$ cat src/rtl/core_mem_arbiter_pkg.sv
// Shared encodings for the core memory-port arbiter: FSM states, COP bit positions, fetch codes.
package core_mem_arbiter_pkg;

    localparam logic [1:0] ARB_IDLE  = 2'd0;
    localparam logic [1:0] ARB_GNT_I = 2'd1;
    localparam logic [1:0] ARB_GNT_D = 2'd2;

    localparam int unsigned COP_WR = 0;
    localparam int unsigned COP_NC = 1;

    // Instruction fetches are always cached word reads.
    localparam logic [2:0] IFETCH_COP  = 3'b000;
    localparam logic [2:0] IFETCH_SIZE = 3'b100;

    typedef enum logic [1:0] {
        StIdle = ARB_IDLE,
        StGntI = ARB_GNT_I,
        StGntD = ARB_GNT_D
    } arb_state_e;

endpackage

$ cat src/rtl/core_mem_arb_stats.sv
// Wrapping statistics counters for the core memory-port arbiter (present only with
// CORE_MEM_ARB_STATS_EN).
module core_mem_arb_stats #(
    parameter int unsigned STAT_W = 32
) (
    input  logic              clk_i,
    input  logic              reset_i,
    input  logic              i_done_i,
    input  logic              d_done_i,
    input  logic              conflict_i,
    output logic [STAT_W-1:0] stat_i_cnt_o,
    output logic [STAT_W-1:0] stat_d_cnt_o,
    output logic [STAT_W-1:0] stat_conf_cnt_o
);

    logic [STAT_W-1:0] i_cnt_q, i_cnt_d;
    logic [STAT_W-1:0] d_cnt_q, d_cnt_d;
    logic [STAT_W-1:0] conf_cnt_q, conf_cnt_d;

    always_comb begin
        i_cnt_d    = i_cnt_q + STAT_W'(i_done_i);
        d_cnt_d    = d_cnt_q + STAT_W'(d_done_i);
        conf_cnt_d = conf_cnt_q + STAT_W'(conflict_i);
    end

    always_ff @(posedge clk_i) begin
        if (reset_i) begin
            i_cnt_q    <= '0;
            d_cnt_q    <= '0;
            conf_cnt_q <= '0;
        end else begin
            i_cnt_q    <= i_cnt_d;
            d_cnt_q    <= d_cnt_d;
            conf_cnt_q <= conf_cnt_d;
        end
    end

    assign stat_i_cnt_o    = i_cnt_q;
    assign stat_d_cnt_o    = d_cnt_q;
    assign stat_conf_cnt_o = conf_cnt_q;

endmodule

$ cat src/rtl/core_mem_arbiter.sv
// Shares one memory port between instruction and data requesters; D has priority, a streak
// counter guarantees I progress. Optional statistics under CORE_MEM_ARB_STATS_EN.
module core_mem_arbiter
    import core_mem_arbiter_pkg::*;
#(
    parameter int unsigned MAX_D_STREAK = 4,
    parameter int unsigned STAT_W       = 32
) (
    input  logic        clk,
    input  logic        reset,
    input  logic        i_req_val,
    input  logic [31:0] i_req_addr,
    output logic        i_req_ack,
    output logic [31:0] i_ack_rdata,
    input  logic        d_req_val,
    input  logic [31:0] d_req_addr,
    input  logic [2:0]  d_req_cop,
    input  logic [31:0] d_req_wdata,
    input  logic [2:0]  d_req_size,
    output logic        d_req_ack,
    output logic [31:0] d_ack_rdata,
    output logic        m_req_val,
    output logic [31:0] m_req_addr,
    output logic [2:0]  m_req_cop,
    output logic [31:0] m_req_wdata,
    output logic [2:0]  m_req_size,
    input  logic        m_req_ack,
    input  logic [31:0] m_ack_rdata
`ifdef CORE_MEM_ARB_STATS_EN
    ,
    output logic [STAT_W-1:0] stat_i_cnt,
    output logic [STAT_W-1:0] stat_d_cnt,
    output logic [STAT_W-1:0] stat_conf_cnt
`endif
);

    localparam int unsigned        StreakW   = $clog2(MAX_D_STREAK + 1);
    localparam logic [StreakW-1:0] StreakMax = StreakW'(MAX_D_STREAK);

    arb_state_e         state_q, state_d;
    logic [StreakW-1:0] streak_q, streak_d;
    logic               sel_i, sel_d;

    always_comb begin
        sel_i   = 1'b0;
        sel_d   = 1'b0;
        state_d = state_q;

        unique case (state_q)
            StIdle: begin
                // D wins unless I has already waited out a full streak.
                if (d_req_val && !(i_req_val && streak_q == StreakMax)) begin
                    sel_d = 1'b1;
                end else if (i_req_val) begin
                    sel_i = 1'b1;
                end
            end
            StGntI:  sel_i = 1'b1;
            StGntD:  sel_d = 1'b1;
            default: ;
        endcase

        m_req_val = !reset && ((sel_i && i_req_val) || (sel_d && d_req_val));

        if (sel_d) begin
            m_req_addr  = d_req_addr;
            m_req_cop   = d_req_cop;
            m_req_wdata = d_req_wdata;
            m_req_size  = d_req_size;
        end else begin
            m_req_addr  = i_req_addr;
            m_req_cop   = IFETCH_COP;
            m_req_wdata = 32'h0;
            m_req_size  = IFETCH_SIZE;
        end

        i_req_ack = m_req_ack && m_req_val && sel_i;
        d_req_ack = m_req_ack && m_req_val && sel_d;

        unique case (state_q)
            StIdle: begin
                if (m_req_val && !m_req_ack) begin
                    state_d = sel_d ? StGntD : StGntI;
                end
            end
            // A dropped val in a locked grant abandons the transaction without an ack.
            StGntI, StGntD: begin
                if (!m_req_val || m_req_ack) begin
                    state_d = StIdle;
                end
            end
            default: state_d = StIdle;
        endcase

        streak_d = streak_q;
        if (d_req_ack) begin
            if (!i_req_val) begin
                streak_d = '0;
            end else if (streak_q != StreakMax) begin
                streak_d = streak_q + StreakW'(1);
            end
        end else if (i_req_ack) begin
            streak_d = '0;
        end
    end

    always_ff @(posedge clk) begin
        if (reset) begin
            state_q  <= StIdle;
            streak_q <= '0;
        end else begin
            state_q  <= state_d;
            streak_q <= streak_d;
        end
    end

    assign i_ack_rdata = m_ack_rdata;
    assign d_ack_rdata = m_ack_rdata;

`ifdef CORE_MEM_ARB_STATS_EN
    core_mem_arb_stats #(
        .STAT_W(STAT_W)
    ) u_stats (
        .clk_i          (clk),
        .reset_i        (reset),
        .i_done_i       (i_req_ack),
        .d_done_i       (d_req_ack),
        .conflict_i     (!reset && state_q == StIdle && i_req_val && d_req_val),
        .stat_i_cnt_o   (stat_i_cnt),
        .stat_d_cnt_o   (stat_d_cnt),
        .stat_conf_cnt_o(stat_conf_cnt)
    );
`endif

endmodule
$ cat config.mk
export PLATFORM = sky130hd
export DESIGN_NAME = core_mem_arbiter
export DESIGN_NICKNAME = d
export VERILOG_FILES = /design/src/rtl/core_mem_arbiter_pkg.sv /design/src/rtl/core_mem_arb_stats.sv /design/src/rtl/core_mem_arbiter.sv
export SDC_FILE = /design/constraint.sdc
export NUM_CORES = 1
export LEC_CHECK = 0
export CAP_MARGIN = 20
export CORE_AREA = 2 2 108 110
export DETAILED_ROUTE_END_ITERATION = 8
export DIE_AREA = 0 0 110 112
export PLACE_DENSITY_LB_ADDON = 0.2
export SYNTH_ARGS = -nofsm -noshare
export SYNTH_HDL_FRONTEND = slang
export SYNTH_SLANG_ARGS = --single-unit
$ cat constraint.sdc
create_clock -name clk -period 2.3 [get_ports clk]
set_input_delay 0.345 -clock clk [delete_from_list [all_inputs] [get_ports clk]]
set_output_delay 0.345 -clock clk [all_outputs]
set_load 0.05 [all_outputs]
==> metrics, run 1 <==
Clk network pwr share ~6.8%; initial antenna violation count 0; Die Area between 0.01 and 0.015 mm²; Final Critical Period roughly 2.3 ns; number of fill cells ~1.1k; vertical die dimension 112 µm; flip-flop and latch count after synthesis 5; synth top area cells buf_4, mux2_2, and2_1, dfxtp_1, ha_1; Switching Power 2.08 mW; static power due to leakage 1.54 nW; first-pass iteration count of the detailed router 4; number of buffers on the longest clock path 2; fraction of layout instances using a drive strength above 1 43.4%; Max transition margin a little over 60%; insertion delay of the later-clocked pin in the worst-skew pair around 0.23 ns; unrepaired setup endpoints after global routing true; final hold violation count 0; buffer cell driving the clock tree root clkbuf_16; die span in x between 100 and 150 µm; CTS Buf Count 3; Critical Path Fanout Max 8; residual DRC count 0; pre-CTS setup slack -0.0543 ns; internal power summed over all cells 2.07 mW; outcome finished, final reports clean; remaining antenna violation count 0; most frequent standard cell in the layout excluding fill and tap cells clkdlybuf4s50_1; post-DP HPWL between 4 and 5 mm; growth of design area from synthesis to finish 140%; Critical Path Source Type flop; Std-Cell Rows 39; top achievable clock speed 442 MHz; largest net degree at the start of global routing 40; I/O pin count between 200 and 300; top cell type by total area after synthesis buf_4; total of endpoints with negative setup slack in the final report 0; number of unique standard cell types used by synthesis 33; final total negative setup slack 0 ns; period utilisation layout between 90% and 100%; vias in the first global route about 1.6k; number of hold-repair buffers added at the cts stage 0; Congestion Overflow GR 0; share of Yosys cell area claimed by the top area cell type a little under a third; number of vias per cell after detailed routing 3.76; top library cells by usage in the layout, fill and taps aside clkdlybuf4s50_1, buf_12, and2_1; number of I/O port buffers between 150 and 200; Syn. warnings 0; critical-path cell list inv_2 -> ha_4 -> nand3_4 -> a31oi_4 -> clkbuf_16 -> buf_8 -> mux2_2 -> buf_6; Max Cap Violations 0; gate count after technology mapping roughly 190; worst endpoint data arrival time approximately 1.9 ns; Tightest Pin Transition roughly 0.58 ns; power per cell area around 1100 mW/mm²; start-to-end type of the worst setup path flop to output port; number of nets in the layout between 400 and 500; area of the placeable core 0.0112 mm²; count of flip-flops with a built-in enable after synthesis 0; Post-Synthesis Cell Area 0.00159 mm²; gpl congestion between 0.7 and 0.8; combined area of the multi-input logic cells approximately 0.0010 mm²; Crit-path slowest cell mux2_2; count of H-tree levels built during CTS 1; Worst Path Required between 1.5 and 2 ns; CP endpoint kind output port; per-cell routed wire length 12.5 µm; syn nets between 300 and 400; CP peak stage delay 0.34 ns; Reg area approximately 100 µm²; final worst setup slack slightly below 0.04 ns; worst vdd ir between 500 and 600 µV; CTS tree built; switching share of total power around 50%; top_reg_cell synth dfxtp_1; final hold slack approximately 0.52 ns; portion of total power attributed to sequential cells between 2 and 3%; Syn Area/Cell around 8.2 µm²; wire length of the first global-routing pass 7.63 mm; number of antenna cells inserted 0; initial detailed-routing violation count 27; clock-pin transition on the worst setup and hold timing paths ~0.03 ns; total clock sinks 5; fraction of the yosys area taken by sequential cells under 10%; Routed Wire Length 5.78 mm; count of final max-slew check failures 0; async set-or-reset flop fraction in the synthesized netlist 0%; Clock Skew 0.00340 ns; GRT Overall Usage around 7.7%; vias after detailed routing around 1.7k; worst min-delay path category flop to flop; initial core utilization between 10 and 15%; Logic pwr share 90.4%
==> sequential cells by signal (all words and copies together), names as in the netlist <==
signal and flops:
state_q 2, streak_q 3
==> power by group through the flow <==
stage          combinational [mW]  sequential (mW)  clock [mW]
6_report                     3.75            0.117       0.283
5_1_grt                      3.91            0.117       0.294
4_1_cts                      3.59            0.110       0.287
3_5_place_dp                 3.43            0.111           0
3_3_place_gp                 3.43            0.111           0
2_1_floorplan                2.32            0.109           0
==> critical path: cells and delay by family (launching register included) <==
family,cells,cell delay [ns]
AOI/OAI and AO/OA,1,0.26
adders and majority gates,1,0.15
buffers and inverters,4,0.53
DFF,1,0.31
and+or+nand+nor,1,0.08
muxes,1,0.34
==> repair_timing <==
item | in CTS | in global routing
pin swaps | 1 | 4
cloned | 0 | 1
resized for setup | 38 | 23
endpoints found under the setup margin | 71 | 33
buffers inserted | 0 | 4
==> final timing paths <==
check                                  from             end  slack (ns)  cells after the start
worst min register to register  streak_q[1]     streak_q[1]        0.52                      2
worst max-delay path            streak_q[1]  m_req_addr[24]        0.04                      8
worst max register to register   state_q[0]      state_q[0]        0.52                      7
worst min-delay path            streak_q[1]     streak_q[1]        0.52                      2
==> metrics by stage <==
| stage | instances | util (%) | cell area [µm²] | power [mW] |
|---|---|---|---|---|
| 5_1_grt | 461 | 34.1 | 3810 | 4.32 |
| 6_report | 461 | 34.1 | 3810 | 4.15 |
| 2_1_floorplan | 194 | - | 1630 | 2.43 |
| 4_1_cts | 456 | 32.9 | 3670 | 3.99 |
| 3_3_place_gp | 452 | 30.9 | 3450 | 3.54 |
| 3_5_place_dp | 452 | 30.9 | 3450 | 3.55 |
==> Yosys cell counts, types with 2 or more instances <==
cell type	instances
buf_4	65
ha_1	5
dfxtp_1	5
nand3b_1	2
a21oi_1	2
o21ai_0	2
o31ai_1	2
nor2b_1	2
buf_6	3
a41o_1	2
and2_1	37
mux2i_1	2
mux2_1	2
nand4_1	2
mux2_2	30
clkbuf_1	5
nand2_1	2
inv_1	7
or3_1	2
nand2b_1	2
==> final cells by class <==
class                           instances  area share (%)
Timing Repair Buffer                  193            62.8
Multi-Input combinational cell        109            27.1
Tap cell                              143            4.69
Sequential cell                         5            2.69
Clock buffer                            4            2.07
Inverter                                7           0.689
==> per-layer routing <==
| layer | up-vias | track usage, % | wire length [µm] |
|---|---|---|---|
| met5 | - | 0 | 0 |
| met3 | 31 | 2.05 | 762 |
| met1 | 754 | 7.76 | 1950 |
| met4 | 0 | 4.39 | 255 |
| li1 | 834 | - | - |
| met2 | 115 | 13.8 | 2810 |
==> cells by family after synthesis <==
logic type / count (synthesis) / synth area share (%)
multiplexers: 34 / 23.9
flip-flops: 5 / 6.28
adder cells (fa/ha/maj): 5 / 3.93
AO/OA/AOI/OAI: 16 / 9.43
buffers and inverters: 80 / 35.6
AND/OR/NAND/NOR: 54 / 20.9
Note: power is estimated with default switching activity, not from simulation.
==> run 2: changes to the inputs <==
ABC_AREA = 1   (was default)
CORE_AREA = 2 2 107 109   (was 2 2 108 110)
DIE_AREA = 0 0 109 111   (was 0 0 110 112)
==> run 2 against run 1 <==
Via count increased by 21%. Power increased by 3.5%. Maximum frequency increased by 6.0%. Register-to-register slack got worse by 0.11 ns. Critical path depth increased by 1. Clock-buffer cell count unchanged. Final area decreased by 7.5%. Sequential cell count unchanged. Routed wire length increased by 9.6%.
==> metrics, run 2 <==
top achievable clock speed 469 MHz (+6.0%); gpl congestion 0.784 (+5.9%); largest net degree at the start of global routing 37 (-7.5%); Worst path top cell family by delay simple AND/OR/NAND/NOR gates; vias in the first global route 2,027 (+26%); Max Cap Violations 0 (unchanged); Max transition margin 72.9% (+12 points); depth of the worst register-to-register path 11 (+4); Syn Area/Cell 5.16 µm² (-37%); number of hold-repair buffers added at the cts stage 0 (unchanged); async set-or-reset flop fraction in the synthesized netlist 0% (unchanged); remaining antenna violation count 0 (unchanged); leading post-synthesis cells by instance count nand2_1, buf_4, inv_1; initial core utilization 14.8% (+0.57 points); register with the most flip-flops streak_q; endpoint of the worst hold-timing path state_q[0]; static power due to leakage 1.83 nW (+19%); power per cell area 1220 mW/mm² (+12%); first-pass iteration count of the detailed router 4 (unchanged); CTS tree built; residual DRC count 0 (unchanged); growth of design area from synthesis to finish 115%; Critical Path Source Type flop; wire length of the first global-routing pass 9.40 mm (+23%); number of fill cells 1,216 (+8.1%); outcome finished, final reports clean; synth top area cells buf_4, nand2_1, inv_1, nor2_1, dfxtp_1; initial antenna violation count 0 (unchanged); count of flip-flops with a built-in enable after synthesis 0 (unchanged); post-DP HPWL 5.57 mm (+18%); area of the placeable core 0.0111 mm² (-0.87%); Syn. warnings 0 (unchanged); critical-path cell list inv_1 -> ha_1 -> nand3_2 -> nand3_1 -> nand2_2 -> buf_8 -> nand2_1 -> nand2_1 -> buf_12; portion of total power attributed to sequential cells 2.8% (about the same); worst vdd ir 605 µV (+1.6%); share of Yosys cell area claimed by the top area cell type 29.3% (-1.4 points); worst min-delay path category flop to flop; GRT Overall Usage 9.75% (+2.1 points); Switching Power 2.41 mW (+16%); CP endpoint kind output port; source of the critical timing path streak_q[0]; Crit-path slowest cell dfxtp_1; fraction of layout instances using a drive strength above 1 23.0% (-20 points); Logic pwr share 90.4% (about the same); final total negative setup slack 0 ns (unchanged); number of nets in the layout 579 (+25%); flip-flop and latch count after synthesis 5 (unchanged); CP peak stage delay 0.34 ns (about the same); buffer cell driving the clock tree root clkbuf_16; Post-Synthesis Cell Area 0.00164 mm² (+3.1%); internal power summed over all cells 1.89 mW (-8.8%); count of H-tree levels built during CTS 1 (unchanged); Worst Path Required 1.96 ns (about the same); Clk network pwr share 6.8% (about the same); top cell type by total area after synthesis buf_4; initial detailed-routing violation count 39 (+44%); number of placed instances, taps included 573 (+27%); syn nets 462 (+37%); per-cell routed wire length 11.0 µm (-12%); total clock sinks 5 (unchanged); flip-flop count of the largest register after layout 3 (unchanged); Std-Cell Rows 39 (unchanged); post-cts repair resize count 0 (-100%); count of final max-slew check failures 0 (unchanged); Congestion Overflow GR 0 (unchanged); dominant cell by count in the synthesized netlist nand2_1; gate count after technology mapping 318 (+64%); Reg2Reg Setup Slack 0.41 ns (-0.11 ns); vias after detailed routing 2,096 (+21%); number of buffers on the longest clock path 2 (unchanged); unrepaired setup endpoints after global routing false; Critical Path Fanout Max 33 (+25); Buf+Inv Stages, Crit Path 3 (-1); top library cells by usage in the layout, fill and taps aside nand2_1, clkdlybuf4s50_1, inv_1; Most common cell on crit path nand2_1; worst endpoint data arrival time 1.79 ns (-0.13 ns); Final Critical Period 2.13 ns (-0.129 ns); final hold violation count 0 (unchanged); post-route cell area 0.00353 mm² (-7.5%); CTS Buf Count 3 (unchanged); r2r endpoint streak_q[2]; cell depth of the worst hold path 2 (unchanged); fin cells 577 (+25%); fraction of the yosys area taken by sequential cells 6.10% (-0.19 points); Tightest Pin Transition 0.404 ns (-0.173 ns); Clock Skew 0.000396 ns (-0.00301 ns); top_reg_cell synth dfxtp_1; insertion delay of the later-clocked pin in the worst-skew pair 0.23 ns (about the same); die span in x 109 µm (-0.91%); number of unique standard cell types used by synthesis 23 (-30%); buffer count from post-CTS setup fixing 0 (unchanged); vertical die dimension 111 µm (-0.89%); period utilisation layout 92.7% (-5.6 points); Die Area 0.0121 mm² (-1.8%); Worst Hold Launch state_q[0]; clock-pin transition on the worst setup and hold timing paths 0.03 ns (about the same); placed cell areas 0.00343 mm² (-0.54%); number of I/O port buffers 179 (unchanged); I/O pin count 276 (unchanged); total of endpoints with negative setup slack in the final report 0 (unchanged); Regs by FF count streak_q (3), state_q (2); beginning of the worst register-to-register path streak_q[0]; start-to-end type of the worst setup path flop to output port; Routed Wire Length 6.33 mm (+9.6%); switching share of total power 56.0% (+5.9 points); number of vias per cell after detailed routing 3.63 (-3.4%); number of antenna cells inserted 0 (unchanged); most frequent standard cell in the layout excluding fill and tap cells nand2_1
-- run 2: cell types whose count changed in the layout (fill, tap and decap cells not counted), sizes merged, moves of 5 or more --
cell	delta
nand2	+117
nor2	+49
buf	-6
nand3	+5
and2	-36
inv	+45
mux2	-32
-- run 2: worst max path at each step --
stage                          end  cells past startpoint  slack (ns)
finish               m_req_addr[5]                      9        0.17
global route             i_req_ack                     11       0.004
CTS                  m_req_addr[5]                      9        0.02
detailed placement   m_req_addr[5]                      8        0.07
global placement    m_req_addr[28]                      8        0.12
floorplan                i_req_ack                      9        0.03
-- run 2: cells by family after synthesis --
| group | after synthesis | share of synthesized area, % |
|---|---|---|
| buffers and inverters | 126 | 43.8 |
| and+or+nand+nor | 177 | 43.8 |
| AOI/OAI and AO/OA | 4 | 1.98 |
| adders and majority gates | 5 | 3.81 |
| DFF | 5 | 6.10 |
| xor gates and xnor gates | 1 | 0.534 |
-- run 2: power groups by stage --
stage | Combinational (mW) | Sequential, mW | Clock, mW
final | 3.88 | 0.121 | 0.291
after global routing | 4.10 | 0.125 | 0.302
after CTS | 3.93 | 0.121 | 0.296
after detailed placement | 3.92 | 0.123 | 0
after global placement | 3.90 | 0.122 | 0
after floorplan | 2.42 | 0.119 | 0
-- run 2: routing by layer --
metal | routed length (µm) | track usage (%)
met1 | 2050 | 9.01
met2 | 3120 | 18.0
met3 | 911 | 3.82
met4 | 256 | 5.04
met5 | 0 | 0
-- run 2: worst reg2reg max path: cells and delay by family (launching register included) --
family                     cells  cell delay (ns)
adders and majority gates      1             0.22
DFF                            1             0.34
and+or+nand+nor                6             0.51
buffers and inverters          3             0.35
AOI/OAI and AO/OA              1             0.37
-- run 2: cell type report --
type                       count  area, µm²  area share [%]
sequential                     5        100            2.84
inverter                      52        198            5.60
timing repair buffer         186       2140            60.8
tap                          143        179            5.07
multi-input combinational    187        827            23.4
clock buffer                   4       78.8            2.23
-- run 2: stage by stage --
step	utilization [%]	worst slack, ns	total power [mW]	hold WS, ns
after floorplan	-	0.0347	2.53	0.465
after global placement	31.0	0.118	4.02	0.490
after detailed placement	31.0	0.0659	4.04	0.509
after CTS	31.7	0.0179	4.34	0.516
after global routing	31.8	0.00434	4.52	0.538
final	31.8	0.168	4.29	0.511
==> run 3: changes to the inputs <==
CORE_AREA = 2 2 108 110   (was 2 2 107 109)
DIE_AREA = 0 0 110 112   (was 0 0 109 111)
clock period = 2.7 ns   (was 2.3 ns; I/O delays follow)
==> run 3 against run 2 <==
Sequential power fell by 14%. Core utilization decreased by 0.89 points. Clock-buffer cell count unchanged. First-iteration DRC count up 13%. Power down 17%. Critical path depth increased by 1. Sequential share of layout area is 0.056 points higher. Largest cell class unchanged. Highest routed layer unchanged.
==> metrics, run 3 (synthesized netlist as in run 2, its figures left out) <==
period utilisation layout 86.5%; beginning of the worst register-to-register path state_q[0]; initial core utilization 14.7% (-0.13 points); GRT Overall Usage 9.47% (-0.28 points); top library cells by usage in the layout, fill and taps aside nand2_1, clkdlybuf4s50_1, inv_1; share of the core filled with cells 30.9% (-0.89 points); initial detailed-routing violation count 44 (+13%); first-pass iteration count of the detailed router 4 (unchanged); largest net degree at the start of global routing 74 (+100%); final worst setup slack 0.364 ns (+0.196 ns); Global Route met2 Usage 17.5% (-0.47 points); vias in the first global route 1,959 (-3.4%); die span in x 110 µm (+0.92%); Final Critical Period about 2.3 ns; remaining antenna violation count 0 (unchanged); Max Cap Violations 0 (unchanged); internal power summed over all cells 1.54 mW (-19%); flip-flop count of the largest register after layout 3 (unchanged); power per cell area 1030 mW/mm² (-16%); gpl congestion 0.793 (+1.1%); number of buffers on the longest clock path 2 (unchanged); vias after detailed routing 2,065 (-1.5%); Critical Path Source Type input port; initial antenna violation count 0 (unchanged); fin cells 573 (-0.69%); residual DRC count 0 (unchanged); final hold violation count 0 (unchanged); CP endpoint kind output port; Regs by FF count streak_q (3), state_q (2); total clock sinks 5 (unchanged); Clock Skew 0.00142 ns (+0.00103 ns); top achievable clock speed approximately 430 MHz; final total negative setup slack 0 ns (unchanged); Switching Power 2.02 mW (-16%); source of the critical timing path i_req_val; number of fill cells 1,223 (+0.58%); insertion delay of the later-clocked pin in the worst-skew pair 0.22 ns (about the same); unrepaired setup endpoints after global routing false; register with the most flip-flops streak_q; Congestion Overflow GR 0 (unchanged); start-to-end type of the worst setup path input port to output port; number of antenna cells inserted 0 (unchanged); portion of total power attributed to sequential cells 2.9% (about the same); r2r endpoint streak_q[2]; most frequent standard cell in the layout excluding fill and tap cells nand2_1; count of H-tree levels built during CTS 1 (unchanged); number of hold-repair buffers added at the cts stage 0 (unchanged); post-cts repair resize count 0 (unchanged); area of the placeable core 0.0112 mm² (+0.88%); met3 global-route usage 3.81% (-0.016 points); worst min-delay path category flop to flop; outcome finished, final reports clean; depth of the worst register-to-register path 10 (-1); total of endpoints with negative setup slack in the final report 0 (unchanged); Tightest Pin Transition 0.387 ns (-0.0176 ns); Clk network pwr share 6.7% (about the same); growth of design area from synthesis to finish 111%; worst setup path endpoint i_req_ack; worst endpoint data arrival time 1.93 ns (+0.14 ns); pre-CTS setup slack 0.369 ns (+0.303 ns); number of nets in the layout 575 (-0.69%); buffer cell driving the clock tree root clkbuf_16; Logic pwr share 90.3% (about the same); Routed Wire Length 6.51 mm (+2.8%); per-cell routed wire length 11.4 µm (+3.5%); number of I/O port buffers 179 (unchanged); post-DP HPWL 5.56 mm (-0.34%); buffer count from post-CTS setup fixing 0 (unchanged); wire length of the first global-routing pass 9.31 mm (-0.95%); Reg area 100 µm² (unchanged); switching share of total power 56.8% (+0.75 points); Die Area 0.0123 mm² (+1.8%); CTS tree built; met1 global-route usage 9.02% (+0.010 points); routing layer with the top usage in global route met2; Worst Path Required 2.30 ns (+0.34 ns); clock-pin transition on the worst setup and hold timing paths 0.03 ns (about the same); Max transition margin 74.1% (+1.2 points); fraction of layout instances using a drive strength above 1 22.1% (-0.95 points); Reg2Reg Setup Slack 0.84 ns (+0.43 ns); count of final max-slew check failures 0 (unchanged); number of vias per cell after detailed routing 3.60 (-0.79%); worst vdd ir 488 µV (-19%); combined area of the multi-input logic cells 823 µm² (-0.45%); number of placed instances, taps included 569 (-0.70%); Std-Cell Rows 39 (unchanged); static power due to leakage 1.80 nW (-1.7%); CTS Buf Count 3 (unchanged); vertical die dimension 112 µm (+0.90%); I/O pin count 276 (unchanged); Critical Path Fanout Max 4 (-88%)
-- run 3: cell count changes in the layout (fill, tap and decap cells not counted), sizes merged --
| cell | change |
|---|---|
| buf | -4 |
-- run 3: cell type report --
class	instances	share of cell area, %
timing repair buffer	182	60.2
multi-input combinational	187	23.8
inverter	52	5.64
tap	143	5.17
sequential	5	2.89
clock buffer	4	2.28
-- run 3: critical path, cell delays in order --
cell             delay, ns
clkdlybuf4s50_1       0.51
nand3_2               0.09
nand2_1               0.07
nand2_1               0.07
nand2_1               0.06
nand2_1               0.05
nand2_2               0.10
nand3_4               0.10
a21oi_1               0.30
buf_12                0.18
-- run 3: how the worst min path moves through the flow --
stage / startpoint / to / slack (ns) / cells past startpoint
floorplan: state_q[1] / state_q[1] / 0.46 / 2
global placement: state_q[1] / state_q[1] / 0.50 / 2
detailed placement: state_q[1] / state_q[1] / 0.51 / 2
CTS: state_q[0] / state_q[0] / 0.52 / 2
global route: state_q[0] / state_q[0] / 0.54 / 2
finish: state_q[0] / state_q[0] / 0.51 / 2
-- run 3: through the flow --
| stage | hold WS [ns] | instance area (µm²) | power [mW] |
|---|---|---|---|
| 6_report | 0.515 | 3460 | 3.55 |
| 3_5_place_dp | 0.511 | 3380 | 3.36 |
| 2_1_floorplan | 0.465 | 1640 | 2.16 |
| 3_3_place_gp | 0.500 | 3380 | 3.35 |
| 4_1_cts | 0.518 | 3460 | 3.62 |
| 5_1_grt | 0.536 | 3460 | 3.76 |
-- run 3: power by group through the flow --
stage / registers, mW / clock network [mW] / logic (mW)
6_report: 0.104 / 0.239 / 3.21
5_1_grt: 0.107 / 0.254 / 3.40
4_1_cts: 0.104 / 0.243 / 3.27
3_5_place_dp: 0.105 / 0 / 3.26
3_3_place_gp: 0.104 / 0 / 3.25
2_1_floorplan: 0.101 / 0 / 2.06
-- run 3: layer usage --
layer / vias up / part of all wire, %
met5: - / 0
met4: 0 / 3.9
met3: 29 / 16
met2: 131 / 49
met1: 838 / 32
li1: 1067 / -
